--- src/rtl/maple_rx_payload.sv ---
// maple_rx_payload
//   Payload path of the Maple bus receiver. It turns synchronized SDCKA/SDCKB
//   edge strobes into bytes and holds one byte back, so the final byte of a
//   frame can be tagged with TLAST when the frame-control FSM closes the
//   store window. It also watches the lines for the Maple end-of-frame
//   pattern.
//
// Ports
//   aclk, aresetn          : clock, asynchronous active-low reset
//   enable                 : frame-store window from the FSM; 1->0 ends frame
//   sdcka_data/sdckb_data  : synchronized line levels
//   sdck{a,b}_{pos,neg}edge: single-cycle edge strobes aligned with levels
//   m_tdata/m_tvalid/...   : AXI-Stream master, no backpressure
//   end_frame              : one-cycle pulse, valid end pattern seen
//   end_frame_error        : one-cycle pulse, malformed end pattern seen
module maple_rx_payload #(
    // Only 8 is meaningful: the decoder assembles exactly one byte per beat.
    parameter int C_M_AXIS_TDATA_WIDTH = 8
) (
    input  logic                            aclk,
    input  logic                            aresetn,
    input  logic                            enable,
    input  logic                            sdcka_data,
    input  logic                            sdckb_data,
    input  logic                            sdcka_posedge,
    input  logic                            sdcka_negedge,
    input  logic                            sdckb_posedge,
    input  logic                            sdckb_negedge,
    output logic [C_M_AXIS_TDATA_WIDTH-1:0] m_tdata,
    output logic                            m_tvalid,
    output logic                            m_tstrb,
    output logic                            m_tkeep,
    output logic                            m_tlast,
    output logic                            end_frame,
    output logic                            end_frame_error
);

    localparam int DW = C_M_AXIS_TDATA_WIDTH;

    // End-frame detector states
    localparam logic [0:0] S_IDLE  = 1'b0;
    localparam logic [0:0] S_B_LOW = 1'b1;

    // ------------------------------------------------------------------
    // Decoder
    // ------------------------------------------------------------------
    logic [2:0]    r_bit_idx;
    logic [DW-1:0] r_shift;
    logic [DW-1:0] r_byte;
    logic          r_byte_vld;

    logic          w_expect_a;
    logic          w_take;
    logic          w_bit;
    logic [DW-1:0] w_next_shift;

    // Odd bit indices are carried on the A-fall phase (data on B), even
    // indices on the B-fall phase (data on A).
    assign w_expect_a   = r_bit_idx[0];
    assign w_take       = ~(sdcka_negedge & sdckb_negedge) &
                          (w_expect_a ? sdcka_negedge : sdckb_negedge);
    assign w_bit        = w_expect_a ? sdckb_data : sdcka_data;
    assign w_next_shift = {r_shift[DW-2:0], w_bit};

    always_ff @(posedge aclk or negedge aresetn) begin
        if (!aresetn) begin
            r_bit_idx  <= 3'd7;
            r_shift    <= '0;
            r_byte     <= '0;
            r_byte_vld <= 1'b0;
        end else begin
            r_byte_vld <= 1'b0;
            if (!enable) begin
                // Outside the store window any partial byte is thrown away.
                r_bit_idx <= 3'd7;
                r_shift   <= '0;
            end else if (w_take) begin
                r_shift <= w_next_shift;
                if (r_bit_idx == 3'd0) begin
                    r_byte     <= w_next_shift;
                    r_byte_vld <= 1'b1;
                    r_bit_idx  <= 3'd7;
                end else begin
                    r_bit_idx <= r_bit_idx - 3'd1;
                end
            end
        end
    end

    // ------------------------------------------------------------------
    // One-byte holdback buffer
    // ------------------------------------------------------------------
    logic          r_enable_d;
    logic          r_pend;
    logic [DW-1:0] r_pend_byte;
    logic [DW-1:0] r_tdata;
    logic          r_tvalid;
    logic          r_tlast;
    logic          w_en_fall;

    assign w_en_fall = r_enable_d & ~enable;

    always_ff @(posedge aclk or negedge aresetn) begin
        if (!aresetn) begin
            r_enable_d  <= 1'b0;
            r_pend      <= 1'b0;
            r_pend_byte <= '0;
            r_tdata     <= '0;
            r_tvalid    <= 1'b0;
            r_tlast     <= 1'b0;
        end else begin
            r_enable_d <= enable;
            r_tvalid   <= 1'b0;
            r_tlast    <= 1'b0;
            if (w_en_fall) begin
                // Frame closed: the held byte is the last one. A byte
                // completing at this moment belongs to no frame and is lost.
                if (r_pend) begin
                    r_tdata  <= r_pend_byte;
                    r_tvalid <= 1'b1;
                    r_tlast  <= 1'b1;
                end
                r_pend <= 1'b0;
            end else if (r_byte_vld && enable) begin
                if (r_pend) begin
                    r_tdata  <= r_pend_byte;
                    r_tvalid <= 1'b1;
                end
                r_pend      <= 1'b1;
                r_pend_byte <= r_byte;
            end
        end
    end

    // ------------------------------------------------------------------
    // End-frame detector: B held low while A pulses; two A pulses is the
    // end pattern, any other non-zero count is a framing error, and zero
    // is just an ordinary B-phase data bit.
    // ------------------------------------------------------------------
    logic [0:0] r_ef_state;
    logic [1:0] r_a_cnt;
    logic       r_end_frame;
    logic       r_end_frame_error;

    always_ff @(posedge aclk or negedge aresetn) begin
        if (!aresetn) begin
            r_ef_state        <= S_IDLE;
            r_a_cnt           <= 2'd0;
            r_end_frame       <= 1'b0;
            r_end_frame_error <= 1'b0;
        end else begin
            r_end_frame       <= 1'b0;
            r_end_frame_error <= 1'b0;
            case (r_ef_state)
                S_IDLE: begin
                    // An A fall coinciding with the entering B fall is
                    // deliberately not counted.
                    if (sdckb_negedge) begin
                        r_ef_state <= S_B_LOW;
                        r_a_cnt    <= 2'd0;
                    end
                end
                S_B_LOW: begin
                    if (sdckb_posedge) begin
                        r_end_frame       <= (r_a_cnt == 2'd2);
                        r_end_frame_error <= (r_a_cnt == 2'd1) || (r_a_cnt == 2'd3);
                        r_ef_state        <= S_IDLE;
                    end else if (sdcka_negedge && (r_a_cnt != 2'd3)) begin
                        r_a_cnt <= r_a_cnt + 2'd1;
                    end
                end
                default: r_ef_state <= S_IDLE;
            endcase
        end
    end

    // A rising edges carry no information for this path.
    logic w_unused;
    assign w_unused = sdcka_posedge;

    assign m_tdata         = r_tdata;
    assign m_tvalid        = r_tvalid;
    assign m_tlast         = r_tlast;
    assign m_tstrb         = 1'b1;
    assign m_tkeep         = 1'b1;
    assign end_frame       = r_end_frame;
    assign end_frame_error = r_end_frame_error;

endmodule

--- config.mk ---
export PLATFORM = sky130hd
export DESIGN_NAME = maple_rx_payload
export DESIGN_NICKNAME = d
export VERILOG_FILES = /design/src/rtl/maple_rx_payload.sv
export SDC_FILE = /design/constraint.sdc
export NUM_CORES = 1
export LEC_CHECK = 0
export CORE_MARGIN = 4
export CORE_UTILIZATION = 47
export CTS_CLUSTER_SIZE = 10
export DETAILED_ROUTE_END_ITERATION = 10
export PLACE_DENSITY_LB_ADDON = 0.25
export SLEW_MARGIN = 30
export SYNTH_ARGS = -nofsm -noshare
export SYNTH_HDL_FRONTEND = slang
export SYNTH_SLANG_ARGS = --single-unit
--- constraint.sdc ---
create_clock -name aclk -period 2.5 [get_ports aclk]
set_input_delay 0.5 -clock aclk [delete_from_list [all_inputs] [get_ports aclk]]
set_output_delay 0.5 -clock aclk [all_outputs]
set_load 0.05 [all_outputs]
==> metrics.log <==
[metrics] sequential element share of the synthesized area: between 50% and 60%
[metrics] CP startpoint: sdcka_negedge
[metrics] crit path capture type: flip-flop
[metrics] DR WL/cell: 14.54 um
[metrics] number of placement rows: 22
[metrics] met2 wirelength from detailed routing: about 1.6 mm
[metrics] endpoints failing setup: 0
[metrics] root buf cell: sky130_fd_sc_hd__clkbuf_8
[metrics] gate count of the mapped netlist: 141
[metrics] maximum clock frequency: 485.3 MHz
[metrics] critical path required time: roughly 2.7 ns
[metrics] cell type contributing the most total cell area after synthesis: sky130_fd_sc_hd__dfrtp_1
[metrics] ant diodes: 0
[metrics] post-layout minimum cycle time: about 2 ns
[metrics] outcome: finished clean
[metrics] maximum number of pins on one net before global-route repair: 45
[metrics] largest cells by area after synthesis: sky130_fd_sc_hd__dfrtp_1 (55%), sky130_fd_sc_hd__mux2_2 (15%), sky130_fd_sc_hd__dfstp_2 (4.2%)
[metrics] residual overflow from global routing: 0
[metrics] Yosys reg bits: 44
[metrics] crit path max-delay cell type: sky130_fd_sc_hd__clkdlybuf4s50_1
[metrics] placer congestion estimate: roughly 0.75
[metrics] data arrival time at the worst-slack endpoint: roughly 2.2 ns
[metrics] series of cell instances along the critical path: clkdlybuf4s50_1 > or3b_1 > a211oi_4 > buf_4 > mux2_2
[metrics] DR WL met3: 160 um
[metrics] later-pin clock latency in the skew report: a little under 0.3 ns
[metrics] initial antenna violation count: 0
[metrics] uppermost layer routed: met4
[metrics] fill cell count: 320
[metrics] number of H-tree levels: 2
[metrics] worst supply voltage drop on vdd: between 0.5 and 0.6 mV
[metrics] DRT Pass-1 Iters: 4
[metrics] Worst-Margin Slew: 0.5437 ns
[metrics] Period Utilization, post-route: around 82%
[metrics] IO Count: 23
[metrics] cell area after synthesis: approximately 1900 um2
[metrics] total power draw: 0.001550 W
[metrics] startpoint kind of the worst setup timing path: input port
[metrics] Sum Neg Setup Slack: 0 ns
[metrics] proportion of netlist area held by the largest area contributor: 55.03%
[metrics] area growth from synthesis to layout: 21.01%
[metrics] number of global-route vias before repair: roughly 1300
[metrics] leak pwr: 1.113 nW
[metrics] Gates resized, CTS repair: 0
[metrics] Port-buffer cells: 19
[metrics] GRT Util Overall: between 10% and 20%
[metrics] synth warn: 0
[metrics] WL met1: 1.340 mm
[metrics] slowest stage delay, CP: 0.49 ns
[metrics] residual antenna-violating net count after detailed routing: 0
[metrics] global-route wire length before repair: 5.775 mm
[metrics] vias post-DR: 1142
[metrics] Final Slew Violations: 0
[metrics] Worst-path clk slew: 0.07 ns
[metrics] vias per std cell: ~5.3
[metrics] Final Skew: roughly 0.0048 ns
[metrics] number of remaining DRC errors: 0
[metrics] smallest setup slack after layout: around 0.44 ns
[metrics] Worst slew margin: around 64%
[metrics] per-instance average area after synthesis: 13.22 um2
[metrics] most used cells in the layout excluding fill and tap cells: sky130_fd_sc_hd__dfrtp_1 (41), sky130_fd_sc_hd__mux2_2 (25), sky130_fd_sc_hd__clkdlybuf4s50_1 (18)
[metrics] sink count of the clock tree: 44
[metrics] die outline height: 70.98 um
[metrics] largest buffer count on any clock path: 2
[metrics] Net count, final: between 150 and 200
[metrics] number of endpoints with negative hold slack in the final report: 0
[metrics] worst reg2reg path startpoint: r_bit_idx[0]
[metrics] TritonCTS Buffers: 5
[metrics] highest net fanout along the worst path: 6
[metrics] area inside the core boundary: 3744 um2
[metrics] distinct cell type count after synthesis: 32
[metrics] worst hold path type: in2async
[metrics] most common cell after layout, fill and taps aside: sky130_fd_sc_hd__dfrtp_1
[metrics] Power Density: just under 700 nW/um2
[metrics] Die Width: 70.98 um
[metrics] CTS tree: yes
[metrics] die outline area: a little over 5000 um2
[metrics] buffers inserted by post-CTS timing repair: 0
[metrics] pre-CTS setup slack: between 0.1 and 0.15 ns
[metrics] category of cells accounting for the largest share of critical-path delay: buffers and inverters
[metrics] number of buffer and inverter instances along the worst setup path: 2
[metrics] Starting Density: roughly 50%
[metrics] share of layout cells above drive strength 1: a little over a quarter
[metrics] instance area at placement: 2125 um2
[metrics] post-detailed-routing wire length: ~3.2 mm
[metrics] total non-filler cell area in the finished layout: approximately 2300 um2
[metrics] final design utilization: about 60%
[metrics] MaxCap Viol Count: 0
[metrics] HPWL after detailed placement: about 2.3 mm
[metrics] Worst Path Class, Setup: in2reg
[metrics] count of hold buffers inserted by post-cts repair: 0
[metrics] setup repair after global routing missed its margin: false
[metrics] drt initial violations: 41
[cells by family (layout without fill, tap and decap cells)]
family	Yosys count	count (layout)	share of synthesized area, %
other	1	2	0.2011
multiplexers	26	26	15.64
adder cells (fa/ha/maj)	5	5	3.356
AO/OA/AOI/OAI	27	27	10.27
buffers and inverters	14	41	4.027
flip-flops	44	44	59.26
XOR/XNOR	1	1	0.4699
AND/OR/NAND/NOR	23	23	6.779
[power by group]
part	internal (W)	leakage (nW)	switching [W]
clock network	0.000393	0.0642	0.000215
logic	0.0000696	0.453	0.000105
registers	0.000742	0.595	0.0000252
[final timing paths]
kind                                endpoint  cells after the start  slack (ns)
worst max register to register     r_byte[7]                      4        0.74
worst min register to register        r_pend                      1        0.50
worst max-delay path               r_byte[7]                      5        0.44
min in group aclk                     r_pend                      1        0.50
worst min-delay path                m_tvalid                      1        0.19
max in group asynchronous       r_bit_idx[0]                      1        1.93
[worst reg2reg max path: stages, from the launching register on]
cell	delay [ns]
sky130_fd_sc_hd__dfstp_2	0.40
sky130_fd_sc_hd__or3b_1	0.46
sky130_fd_sc_hd__a211oi_4	0.26
sky130_fd_sc_hd__buf_4	0.19
sky130_fd_sc_hd__mux2_2	0.34
[metrics by stage]
stage | std cells | hold slack, ns
finish | 217 | 0.1864
global route | 217 | 0.2219
CTS | 217 | 0.3817
global placement | 210 | 0.4521
detailed placement | 210 | 0.4824
floorplan | 142 | 0.2044
[synthesized netlist by cell type, drive strengths merged]
cell     n
o211a    2
conb     1
a21boi   7
nand3    8
o21ai    9
a21o     2
clkbuf   3
nor2     4
dfrtp   41
and3b    1
a211oi   1
or3      1
mux2i    1
a31oi    1
nor3     1
ha       5
a22o     1
or3b     1
nand2    2
nand2b   1
a21oi    2
nor3b    2
xnor2    1
nand3b   1
and3     1
buf      4
mux2    25
o211ai   1
dfstp    3
o22ai    1
inv      7
[final cells by class]
cell class,instances,area [um2],share of cell area (%)
Timing Repair Buffer,27,247.7,10.98
Inverter,7,26.28,1.165
Clock inverter,2,60.06,2.662
Sequential cell,44,1105,48.97
Clock buffer,5,68.82,3.050
Multi-Input combinational cell,84,688.2,30.50
Tap cell,48,60.06,2.662
[metal layers]
| metal | GRT usage, % | up-vias |
|---|---|---|
| met5 | 0 | - |
| met4 | 5.637 | 0 |
| met3 | 5.256 | 6 |
| met2 | 25.23 | 23 |
| met1 | 16.79 | 571 |
| li1 | - | 542 |
[state kept, by name (all words and copies together) (netlist names)]
| signal | flops |
|---|---|
| end_frame | 1 |
| end_frame_error | 1 |
| m_tdata | 8 |
| m_tlast | 1 |
| m_tvalid | 1 |
| r_a_cnt | 2 |
| r_bit_idx | 3 |
| r_byte | 8 |
| r_byte_vld | 1 |
| r_ef_state | 1 |
| r_enable_d | 1 |
| r_pend | 1 |
| r_pend_byte | 8 |
| r_shift | 7 |
No activity file was read; power rests on OpenSTA's default activity.
